<file path="src/rtl/digilock_ctrl.sv">
// Keypad lock controller: collects a NUM_DIGITS code one digit per enter
// pulse, compares it with the stored password, supports password change
// while open, counts failures and enforces a timed lockout.
// Drives the per-digit 5-bit SSD code bus and the status LEDs.
// Optional build macro: DIGILOCK_ECHO_EN -- while entering a code, also show
// the digits already captured to the left of the digit being edited.
module digilock_ctrl #(
    parameter int NUM_DIGITS     = 4,
    parameter int DIGIT_W        = 4,
    parameter int MAX_TRIES      = 3,
    parameter int LOCKOUT_CYCLES = 16,
    parameter logic [NUM_DIGITS*DIGIT_W-1:0] RESET_CODE = '0
) (
    input  logic                    clk,
    input  logic                    rst,
    input  logic                    clr,
    input  logic                    enter,
    input  logic                    change,
    input  logic [DIGIT_W-1:0]      switch,
    output logic [5*NUM_DIGITS-1:0] ssd,
    output logic [4:0]              led
);

    localparam int CODE_W = NUM_DIGITS * DIGIT_W;
    localparam int SSD_W  = 5 * NUM_DIGITS;
    localparam int IDX_W  = $clog2(NUM_DIGITS);
    localparam int FAIL_W = $clog2(MAX_TRIES + 1);
    localparam int TMR_W  = $clog2(LOCKOUT_CYCLES + 1);

    localparam logic [IDX_W-1:0] LAST_IDX = IDX_W'(NUM_DIGITS - 1);

    localparam logic [4:0] SSD_0     = 5'h00;
    localparam logic [4:0] SSD_5     = 5'h05;
    localparam logic [4:0] SSD_C     = 5'h0C;
    localparam logic [4:0] SSD_E     = 5'h0E;
    localparam logic [4:0] SSD_BLANK = 5'h10;
    localparam logic [4:0] SSD_L     = 5'h11;
    localparam logic [4:0] SSD_D     = 5'h12;
    localparam logic [4:0] SSD_P     = 5'h13;
    localparam logic [4:0] SSD_N     = 5'h14;

    typedef enum logic [2:0] {
        S_IDLE,
        S_ENTRY,
        S_CHECK,
        S_OPEN,
        S_SET_ENTRY,
        S_LOCKOUT
    } state_t;

    state_t              state;
    logic [IDX_W-1:0]    idx;
    logic [CODE_W-1:0]   code_q;
    logic [CODE_W-1:0]   passwd;
    logic [FAIL_W-1:0]   fail_cnt;
    logic [FAIL_W-1:0]   fail_inc;
    logic [TMR_W-1:0]    tmr;
    logic [CODE_W-1:0]   code_cap;

    // Replace digit position p (0 = leftmost) of a code with a new value.
    function automatic logic [CODE_W-1:0] put_digit(input logic [CODE_W-1:0] code,
                                                    input logic [IDX_W-1:0]  p,
                                                    input logic [DIGIT_W-1:0] d);
        logic [CODE_W-1:0] r;
        r = code;
        r[(NUM_DIGITS - 1 - int'(p)) * DIGIT_W +: DIGIT_W] = d;
        return r;
    endfunction

    // Fail count as shown on the two LED bits, saturated at 3.
    function automatic logic [1:0] sat_fail(input logic [FAIL_W-1:0] n);
        if (int'(n) > 3) return 2'd3;
        return 2'(n);
    endfunction

    // Four-glyph word on the leftmost displays, remaining positions blank.
    function automatic logic [SSD_W-1:0] word4(input logic [4:0] a, input logic [4:0] b,
                                               input logic [4:0] c, input logic [4:0] d);
        logic [SSD_W-1:0] r;
        r = {NUM_DIGITS{SSD_BLANK}};
        r[SSD_W-1 -: 20] = {a, b, c, d};
        return r;
    endfunction

    // Entry view: live switch value at the edit position; captured digits
    // to its left only when echo is built in.
    function automatic logic [SSD_W-1:0] entry_disp(input logic [IDX_W-1:0]   p,
                                                    input logic [DIGIT_W-1:0] sw,
                                                    input logic [CODE_W-1:0]  code);
        logic [SSD_W-1:0] r;
        r = {NUM_DIGITS{SSD_BLANK}};
        for (int i = 0; i < NUM_DIGITS; i++) begin
`ifdef DIGILOCK_ECHO_EN
            if (i < int'(p))
                r[(NUM_DIGITS - i) * 5 - 1 -: 5] = 5'(code[(NUM_DIGITS - i) * DIGIT_W - 1 -: DIGIT_W]);
`endif
            if (i == int'(p))
                r[(NUM_DIGITS - i) * 5 - 1 -: 5] = 5'(sw);
        end
        return r;
    endfunction

    // Display pattern for the current state.
    function automatic logic [SSD_W-1:0] disp(input state_t                s,
                                              input logic [IDX_W-1:0]   p,
                                              input logic [CODE_W-1:0]  code,
                                              input logic [DIGIT_W-1:0] sw);
        case (s)
            S_IDLE:                disp = word4(SSD_C, SSD_L, SSD_5, SSD_D);
            S_ENTRY, S_SET_ENTRY:  disp = entry_disp(p, sw, code);
            S_OPEN:                disp = word4(SSD_0, SSD_P, SSD_E, SSD_N);
            S_LOCKOUT:             disp = word4(SSD_L, SSD_0, SSD_C, SSD_D);
            default:               disp = {NUM_DIGITS{SSD_BLANK}};
        endcase
    endfunction

    assign fail_inc = fail_cnt + 1'b1;
    assign code_cap = put_digit(code_q, idx, switch);

    // Lock state machine with registered display and LED outputs.
    always_ff @(posedge clk or posedge rst) begin
        if (rst) begin
            state    <= S_IDLE;
            idx      <= '0;
            code_q   <= '0;
            passwd   <= RESET_CODE;
            fail_cnt <= '0;
            tmr      <= '0;
            led      <= '0;
            ssd      <= word4(SSD_C, SSD_L, SSD_5, SSD_D);
        end else begin
            ssd <= disp(state, idx, code_q, switch);
            led <= {sat_fail(fail_cnt), state == S_SET_ENTRY, state == S_LOCKOUT, state == S_OPEN};
            case (state)
                S_IDLE: begin
                    if (!clr && enter) begin
                        state  <= S_ENTRY;
                        idx    <= '0;
                        code_q <= '0;
                    end
                end
                S_ENTRY, S_SET_ENTRY: begin
                    if (clr) begin
                        idx    <= '0;
                        code_q <= '0;
                        if (state == S_SET_ENTRY) state <= S_OPEN;
                    end else if (enter) begin
                        code_q <= code_cap;
                        if (idx == LAST_IDX) begin
                            idx <= '0;
                            if (state == S_ENTRY) begin
                                state <= S_CHECK;
                            end else begin
                                passwd <= code_cap;
                                state  <= S_OPEN;
                            end
                        end else begin
                            idx <= idx + 1'b1;
                        end
                    end
                end
                S_CHECK: begin
                    if (code_q == passwd) begin
                        state    <= S_OPEN;
                        fail_cnt <= '0;
                    end else begin
                        fail_cnt <= fail_inc;
                        if (fail_inc == FAIL_W'(MAX_TRIES)) begin
                            state <= S_LOCKOUT;
                            tmr   <= TMR_W'(LOCKOUT_CYCLES);
                        end else begin
                            state <= S_IDLE;
                        end
                    end
                end
                S_OPEN: begin
                    if (!clr) begin
                        if (enter) begin
                            state <= S_IDLE;
                        end else if (change) begin
                            state  <= S_SET_ENTRY;
                            idx    <= '0;
                            code_q <= '0;
                        end
                    end
                end
                S_LOCKOUT: begin
                    if (tmr == TMR_W'(1)) begin
                        state    <= S_IDLE;
                        fail_cnt <= '0;
                        tmr      <= '0;
                    end else begin
                        tmr <= tmr - 1'b1;
                    end
                end
                default: state <= S_IDLE;
            endcase
        end
    end

endmodule

</file>
<file path="config.mk">
export PLATFORM = sky130hd
export DESIGN_NAME = digilock_ctrl
export DESIGN_NICKNAME = d
export VERILOG_FILES = /design/src/rtl/digilock_ctrl.sv
export SDC_FILE = /design/constraint.sdc
export NUM_CORES = 1
export LEC_CHECK = 0
export ABC_AREA = 0
export BUFFER_PORTS_ARGS = -buffer_cell sky130_fd_sc_hd__buf_4
export CAP_MARGIN = 20
export CORE_MARGIN = 5
export CORE_UTILIZATION = 35
export CTS_CLUSTER_DIAMETER = 60
export DETAILED_ROUTE_END_ITERATION = 8
export PLACE_DENSITY = 0.55
export SETUP_SLACK_MARGIN = 0.05
export SYNTH_ARGS = -nofsm -noshare
export SYNTH_HDL_FRONTEND = slang
export SYNTH_SLANG_ARGS = --single-unit
</file>
<file path="constraint.sdc">
create_clock -name clk -period 6.49 [get_ports clk]
set_input_delay 0.649 -clock clk [delete_from_list [all_inputs] [get_ports clk]]
set_output_delay 0.649 -clock clk [all_outputs]
set_load 0.01 [all_outputs]
</file>
==> key figures, run 1 <==
Outcome
  – Run status: finished, final reports clean

Worst setup path
  – Reg2reg start: state[2]$_DFFE_PP0P_
  – RR Endpoint: passwd[2]$_DFFE_PP0P_
  – Worst EP required: 6.76 ns
  – Critical-path top delay cell: dfrtp_1
  – Buf/Inv on CP: 1
  – Ordered list of cells on the worst path: or3b_1 > nor3_4 > buf_8 > nor2_1 > a21oi_1
  – WS Path Type: reg2reg
  – Crit path launch type: register
  – Slowest cell delay on critical path: 0.91 ns
  – FF-to-FF setup slack: 3.96 ns
  – Worst EP arrival: 2.79 ns
  – Worst r2r path cells: 5
  – CP delay by family, top: simple AND/OR/NAND/NOR gates
  – Worst-path fanout max: 27
  – Setup crit end kind: register

Detailed routing
  – Pre-Repair DR Iteration Count: 4
  – First DRT Iteration DRCs: 129
  – Post-DRT Antenna Nets: 0
  – DRC viols: 0
  – Vias: 2590
  – Via density per instance: roughly 5
  – WL/cell: 15.7 um
  – Final Routed Wirelength: 7910 um

Die
  – Initial core utilization: 35.7%
  – # IOs: 34
  – Die area: approximately 0.012 mm2
  – Die Y: around 110 um
  – Row cnt: 36
  – Core Area: 0.00977 mm2
  – DIE WIDTH: 110 um

Final layout
  – Share of layout cells above drive strength 1: approximately 20%
  – Multi-input gate area: between 0.0015 and 0.002 mm2
  – Cell area after layout: 0.00405 mm2
  – Final #Nets: 384
  – Final core occ: 41.4%
  – Area delta synth->final: 15.9%
  – Non-Filler Instances: 504
  – Fillers: 960
  – Sequential cell area: 0.00174 mm2
  – Antenna cells: 0

Placed design
  – Final Wtd Congestion: between 0.7 and 0.8
  – Placed insts: 487
  – DP Wirelength: 5220 um
  – Port Buffers: 33
  – Setup WS pre-CTS: about 3.8 ns
  – Dpl cell area: 0.00379 mm2

CTS
  – # hold bufs at CTS: 0
  – Clock buffer depth: 2
  – Num CTS Buffers: 9
  – Root buffer cell: clkbuf_8
  – CTS H-Tree Depth: 3
  – Insertion delay to the later sink of the worst-skew pair: 0.34 ns
  – Post-CTS setup buffers: 0
  – CTS clk-pin slew, worst paths: 0.08 ns
  – CTS sink cnt: 69
  – CTS tree: built
  – Resized Gates After CTS: 0

Yosys
  – Register area share after synthesis: 49.7%
  – Async SR Flop Fraction: 100%
  – Synthesis Warnings: 0
  – Adder-cell share of the synthesized area: 3.51%
  – Main combinational cell family by area after synthesis: compound AO/OA/AOI/OAI gates
  – Simple-gate area share of the yosys netlist: 17.7%
  – Yosys cell types: a little under 60
  – Primary FF master, synth: dfrtp_1
  – Post-synthesis cell area: between 0.003 and 0.004 mm2
  – Compound-Gate Fraction of Synth Area: 19.3%
  – Syn Nets: 361
  – Post-Syn Instances: approximately 340
  – Xor and xnor area share after synthesis: 4.51%
  – Mean post-synth cell area: 10.2 um2
  – Multiplexer area fraction after synthesis: 0.322%
  – #FFs+latches synth: 69
  – Number of flops mapped to enable cells by yosys: 0

STA
  – Final-report setup violation count: 0
  – Slew margin rel.: a little over a third
  – Min Tclk post-route: 2.53 ns
  – Clock Skews: 0.00976 ns
  – Hold Fails Final Rpt: 0
  – PnR worst setup slack: 3.96 ns
  – Final slew viol count: 0
  – Worst-margin pin slew: 0.957 ns
  – Fin Setup TNS: 0 ns
  – Final period util: 39.0%
  – RSZ-0062 raised after global routing: false
  – Max Freq: 396 MHz

Power and ir drop
  – Power Density: about 430 mW/mm2
  – Static Leak: 0.00184 uW
  – VDD IR max: 0.140 mV

Min path
  – HP Start: fail_cnt[1]$_DFFE_PP0P_
  – Min-Delay Path Class: reg2reg
  – Hold depth: 0
  – Hold EP: led[4]$_DFF_PP0_

Run
  – Max Cap Violations: 0

GRT
  – GR Overflow Total: 0
  – Initial antenna violation count: 0
  – Number of global-route vias before repair: 2538
  – Global-route wire length before repair: 13200 um
  – Global Route Usage Sum: between 10 and 15%
  – Largest net degree at the start of global routing: 70
[cell usage after synthesis, types with 3 or more instances]
library cell | number | area, um2
o22ai_1 | 9 | 56.3
nand2b_1 | 7 | 43.8
buf_4 | 4 | 30.0
dfrtp_1 | 61 | 1530
a32o_2 | 3 | 33.8
a32o_1 | 13 | 130
dfstp_2 | 8 | 210
ha_1 | 9 | 113
a21oi_1 | 42 | 210
buf_2 | 3 | 15.0
and3_1 | 7 | 43.8
nand3_1 | 4 | 20.0
nor2b_1 | 17 | 106
xnor2_1 | 17 | 149
nor2_1 | 31 | 116
clkbuf_1 | 11 | 41.3
buf_1 | 3 | 11.3
nand2_1 | 23 | 86.3
nor3_1 | 3 | 15.0
nand4_1 | 4 | 25.0
inv_1 | 10 | 37.5
o21ai_0 | 10 | 50.1
[state kept, by name, summed over array words and instances, names as in the netlist]
signal    cells
idx           2
state         3
led           5
tmr           5
passwd       16
code_q       16
ssd          20
fail_cnt      2
[cells by family (layout without fill, tap and decap cells)]
group           after synthesis  in the layout
fa+ha+maj                    10             10
mux                           1              1
compound gates               98             98
simple gates                113            113
xor+xnor                     18             18
flops                        69             69
buf+inv                      34             62
[layout by cell type (no fill, tap or decap), types with 7 or more instances in the layout]
| master | instances |
|---|---|
| o22ai_1 | 9 |
| nor2_1 | 31 |
| a32o_1 | 13 |
| and3_1 | 7 |
| nor2b_1 | 17 |
| xnor2_1 | 17 |
| buf_4 | 35 |
| a21oi_1 | 42 |
| dfstp_2 | 8 |
| inv_1 | 9 |
| ha_1 | 9 |
| o21ai_0 | 10 |
| nand2b_1 | 7 |
| nand2_1 | 23 |
| clkbuf_8 | 10 |
| dfrtp_1 | 61 |
[final cells by class]
cell class | instances | share of cell area (%)
multi-input combinational | 240 | 39.1
inverter | 10 | 0.927
clock buffer | 10 | 3.40
sequential | 69 | 42.9
tap | 133 | 4.11
timing repair buffer | 36 | 6.86
clock inverter | 6 | 2.72
[metrics by stage]
step / hold WS, ns / total power, uW
detailed placement: 0.399 / 1310
global placement: 0.400 / 1300
finish: 0.416 / 1730
CTS: 0.418 / 1740
floorplan: 0.377 / 1110
global route: 0.429 / 1860
[power breakdown]
| part | total, uW | internal (uW) | switching, uW |
|---|---|---|---|
| Combinational | 643 | 284 | 359 |
| Clock | 430 | 265 | 165 |
| Sequential | 652 | 541 | 110 |
| Total | 1730 | 1090 | 635 |
[how the worst max path moves through the flow]
stage                               from  cells past startpoint               endpoint
floorplan                            rst                      1  code_q[0]$_DFFE_PP0P_
global placement    state[2]$_DFFE_PP0P_                      3  passwd[3]$_DFFE_PP0P_
detailed placement  state[2]$_DFFE_PP0P_                      3  passwd[3]$_DFFE_PP0P_
CTS                 state[2]$_DFFE_PP0P_                      3  passwd[3]$_DFFE_PP0P_
global route        state[2]$_DFFE_PP0P_                      5  passwd[3]$_DFFE_PP0P_
finish              state[2]$_DFFE_PP0P_                      5  passwd[2]$_DFFE_PP0P_
[routing by layer]
| layer | up-vias | global-route usage (%) | share of wire [%] |
|---|---|---|---|
| li1 | 1263 | - | - |
| met1 | 1265 | 18.8 | 44 |
| met2 | 58 | 22.5 | 49 |
| met3 | 4 | 3.05 | 5.7 |
| met4 | 0 | 5.43 | 0.85 |
| met5 | - | 0 | 0 |
[worst reg2reg max path, delay by kind of cell (launching register included)]
family                 cells  cell delay, ns
AOI/OAI and AO/OA          1            0.14
and+or+nand+nor            3            1.18
buffers and inverters      1            0.24
DFF                        1            0.91
Note: power is estimated with default switching activity, not from simulation.
==> run 2, diff against run 1 <==
==> constraint.sdc (replaced) <==
create_clock -name clk -period 2.4 [get_ports clk]
set_input_delay 0.24 -clock clk [delete_from_list [all_inputs] [get_ports clk]]
set_output_delay 0.24 -clock clk [all_outputs]
set_load 0.01 [all_outputs]
==> run 2 against run 1 <==
  * Count of clock-buffer cells in the layout is 2 higher
  * Worst setup slack worse by 3.7 ns
  * Non-clock buffer count is 14 higher
  * Sequential power grew to 2.6 times the previous value
  * Die area stayed put
  * Routed wire length is 1.8% higher
  * Global-route usage is 0.59 points higher
  * Final cell count is 2.8% higher
  * Critical path type unchanged
  * Largest cell class unchanged
  * Highest routed layer unchanged
==> key figures, run 2 (synthesis gave the netlist of run 1 again) <==
Outcome
  – Run status: finished, final reports clean

Final layout
  – Area delta synth->final: 18.6%
  – Commonest non-fill, non-tap cells in the layout: 61 x dfrtp_1, 48 x buf_4, 42 x a21oi_1, 31 x nor2_1, 23 x nand2_1
  – Most common cell after layout, fill and taps aside: dfrtp_1
  – Final #Nets: 398 (+3.6%)
  – Final core occ: 42.4% (+0.93 points)
  – Share of layout cells above drive strength 1: 22.3% (+2.4 points)
  – Antenna cells: 0 (unchanged)
  – Largest register by flop count: ssd
  – Largest register FFs: 20 (unchanged)
  – Largest registers: ssd (20), code_q (16), passwd (16)

Die
  – Die Y: 110 um (unchanged)
  – Die area: 0.0121 mm2 (unchanged)
  – DIE WIDTH: 110 um (unchanged)
  – Row cnt: 36 (unchanged)
  – Initial core utilization: 35.7% (unchanged)
  – # IOs: 34 (unchanged)
  – Core Area: 0.00977 mm2 (unchanged)

GRT
  – Global Route Usage Sum: 14.7% (+0.59 points)
  – GR Overflow Total: 0 (unchanged)
  – Initial antenna violation count: 0 (unchanged)
  – Largest net degree at the start of global routing: 41 (-41%)
  – Number of global-route vias before repair: 2602 (+2.5%)
  – Global-route wire length before repair: 13500 um (+2.6%)

Detailed routing
  – WL/cell: 15.6 um (-0.93%)
  – Routed wl met2: 3820 um (-1.4%)
  – Uppermost layer routed: met4
  – Post-DRT Antenna Nets: 0 (unchanged)
  – M1 wire length: 3770 um (+7.2%)
  – Vias: 2655 (+2.5%)
  – DRC viols: 0 (unchanged)
  – Via density per instance: 5.13 (-0.26%)
  – Met3 wire length: 325 um (-27%)
  – Pre-Repair DR Iteration Count: 4 (unchanged)
  – First DRT Iteration DRCs: 167 (+29%)
  – Final Routed Wirelength: 8060 um (+1.8%)

CTS
  – Insertion delay to the later sink of the worst-skew pair: 0.35 ns (about the same)
  – Root buffer cell: clkbuf_8
  – CTS tree: built
  – CTS clk-pin slew, worst paths: 0.07 ns (about the same)
  – CTS H-Tree Depth: 3 (unchanged)
  – CTS sink cnt: 69 (unchanged)
  – Num CTS Buffers: 9 (unchanged)
  – Clock buffer depth: 2 (unchanged)

STA
  – Final period util: 89.6% (+51 points)
  – Max Freq: 465 MHz (+18%)
  – Final slew viol count: 0 (unchanged)
  – Worst-margin pin slew: 0.614 ns (-0.343 ns)
  – Hold Fails Final Rpt: 0 (unchanged)
  – Slew margin rel.: 59.0% (+23 points)
  – Fin Setup TNS: 0 ns (unchanged)
  – Min Tclk post-route: 2.15 ns (-0.377 ns)
  – Clock Skews: 0.00997 ns (+0.000208 ns)
  – Final-report setup violation count: 0 (unchanged)
  – RSZ-0062 raised after global routing: false

Placed design
  – DP Wirelength: 5570 um (+6.7%)
  – Port Buffers: 33 (unchanged)
  – Final Wtd Congestion: 0.798 (+5.2%)

Worst setup path
  – Crit path launch type: register
  – Setup crit end kind: register
  – Worst EP required: 2.63 ns (-4.13 ns)
  – WS Path Type: reg2reg
  – Worst EP arrival: 2.38 ns (-0.41 ns)
  – Worst-path fanout max: 9 (-67%)

Power and ir drop
  – VDD IR max: 0.420 mV (+200%)
  – Static Leak: 0.00191 uW (+3.8%)
  – Total power draw: 4730 uW (+170%)
  – Power Density: 1140 mW/mm2 (+170%)

Run
  – Max Cap Violations: 0 (unchanged)

Min path
  – Min-Delay Path Class: in2reg
-- run 2: cell types whose count changed in the layout (fill, tap and decap cells not counted) --
cell / delta
buf_4: +13
clkinvlp_4: -2
a2111oi_0: -1
a2111oi_1: +1
buf_12: +1
buf_8: -1
bufinv_16: -1
clkbuf_1: +1
clkbuf_8: +1
clkinv_2: +1
dlygate4sd3_1: +1
-- run 2: per-layer routing --
metal,vias to the layer above,global-route usage (%)
met4,0,5.34
met3,11,3.64
met1,1305,19.7
li1,1293,-
met5,-,0
met2,46,23.2
-- run 2: timing repair --
item / 4_1_cts / 5_1_grt
gates resized for setup: 0 / 1
hold buffers: 1 / 0
setup endpoints to repair: 0 / 1
endpoints found under the hold margin: 22 / 0
setup buffers: 0 / 0
-- run 2: worst max-delay path, stage by stage (launching register included) --
cell and delay, ns:
dfrtp_1 0.47, ha_1 0.31, nand2b_1 0.17, a2111oi_1 0.50, nor3_1 0.13, o21ai_2 0.11, mux2_1 0.34
-- run 2: worst paths after layout --
path                                   endpoint               startpoint  depth (start not counted)  slack [ns]
setup / recovery           state[2]$_DFFE_PP0P_       idx[0]$_DFFE_PP0P_                          6        0.25
hold / removal                ssd[11]$_DFF_PP0_                switch[1]                          3        0.25
setup reg to reg           state[2]$_DFFE_PP0P_       idx[0]$_DFFE_PP0P_                          6        0.25
hold reg to reg                led[4]$_DFF_PP0_  fail_cnt[1]$_DFFE_PP0P_                          0        0.41
max in group asynchronous      ssd[4]$_DFF_PP1_                      rst                          4        1.20
min in group asynchronous      ssd[3]$_DFF_PP0_                      rst                          3        0.52
-- run 2: power by group --
group	switching [uW]	total, uW	internal [uW]
registers	204	1670	1470
logic	1090	1980	891
clock network	433	1070	639
total	1730	4730	3000
-- run 2: layout make-up --
class	instances	area, um2
multi-input combinational	240	1580
fill	931	5630
clock inverter	4	70.1
clock buffer	12	155
tap	133	166
sequential	69	1740
inverter	10	37.5
timing repair buffer	50	390
-- run 2: per-stage QoR --
| stage | worst slack [ns] | area [um2] | std cells | hold slack, ns |
|---|---|---|---|---|
| 5_1_grt | 0.0830 | 4140 | 518 | 0.255 |
| 3_5_place_dp | 0.217 | 3900 | 501 | 0.371 |
| 2_1_floorplan | 0.361 | 3490 | 343 | 0.377 |
| 4_1_cts | 0.203 | 4140 | 518 | 0.227 |
| 3_3_place_gp | 0.269 | 3900 | 501 | 0.371 |
| 6_report | 0.249 | 4140 | 518 | 0.245 |
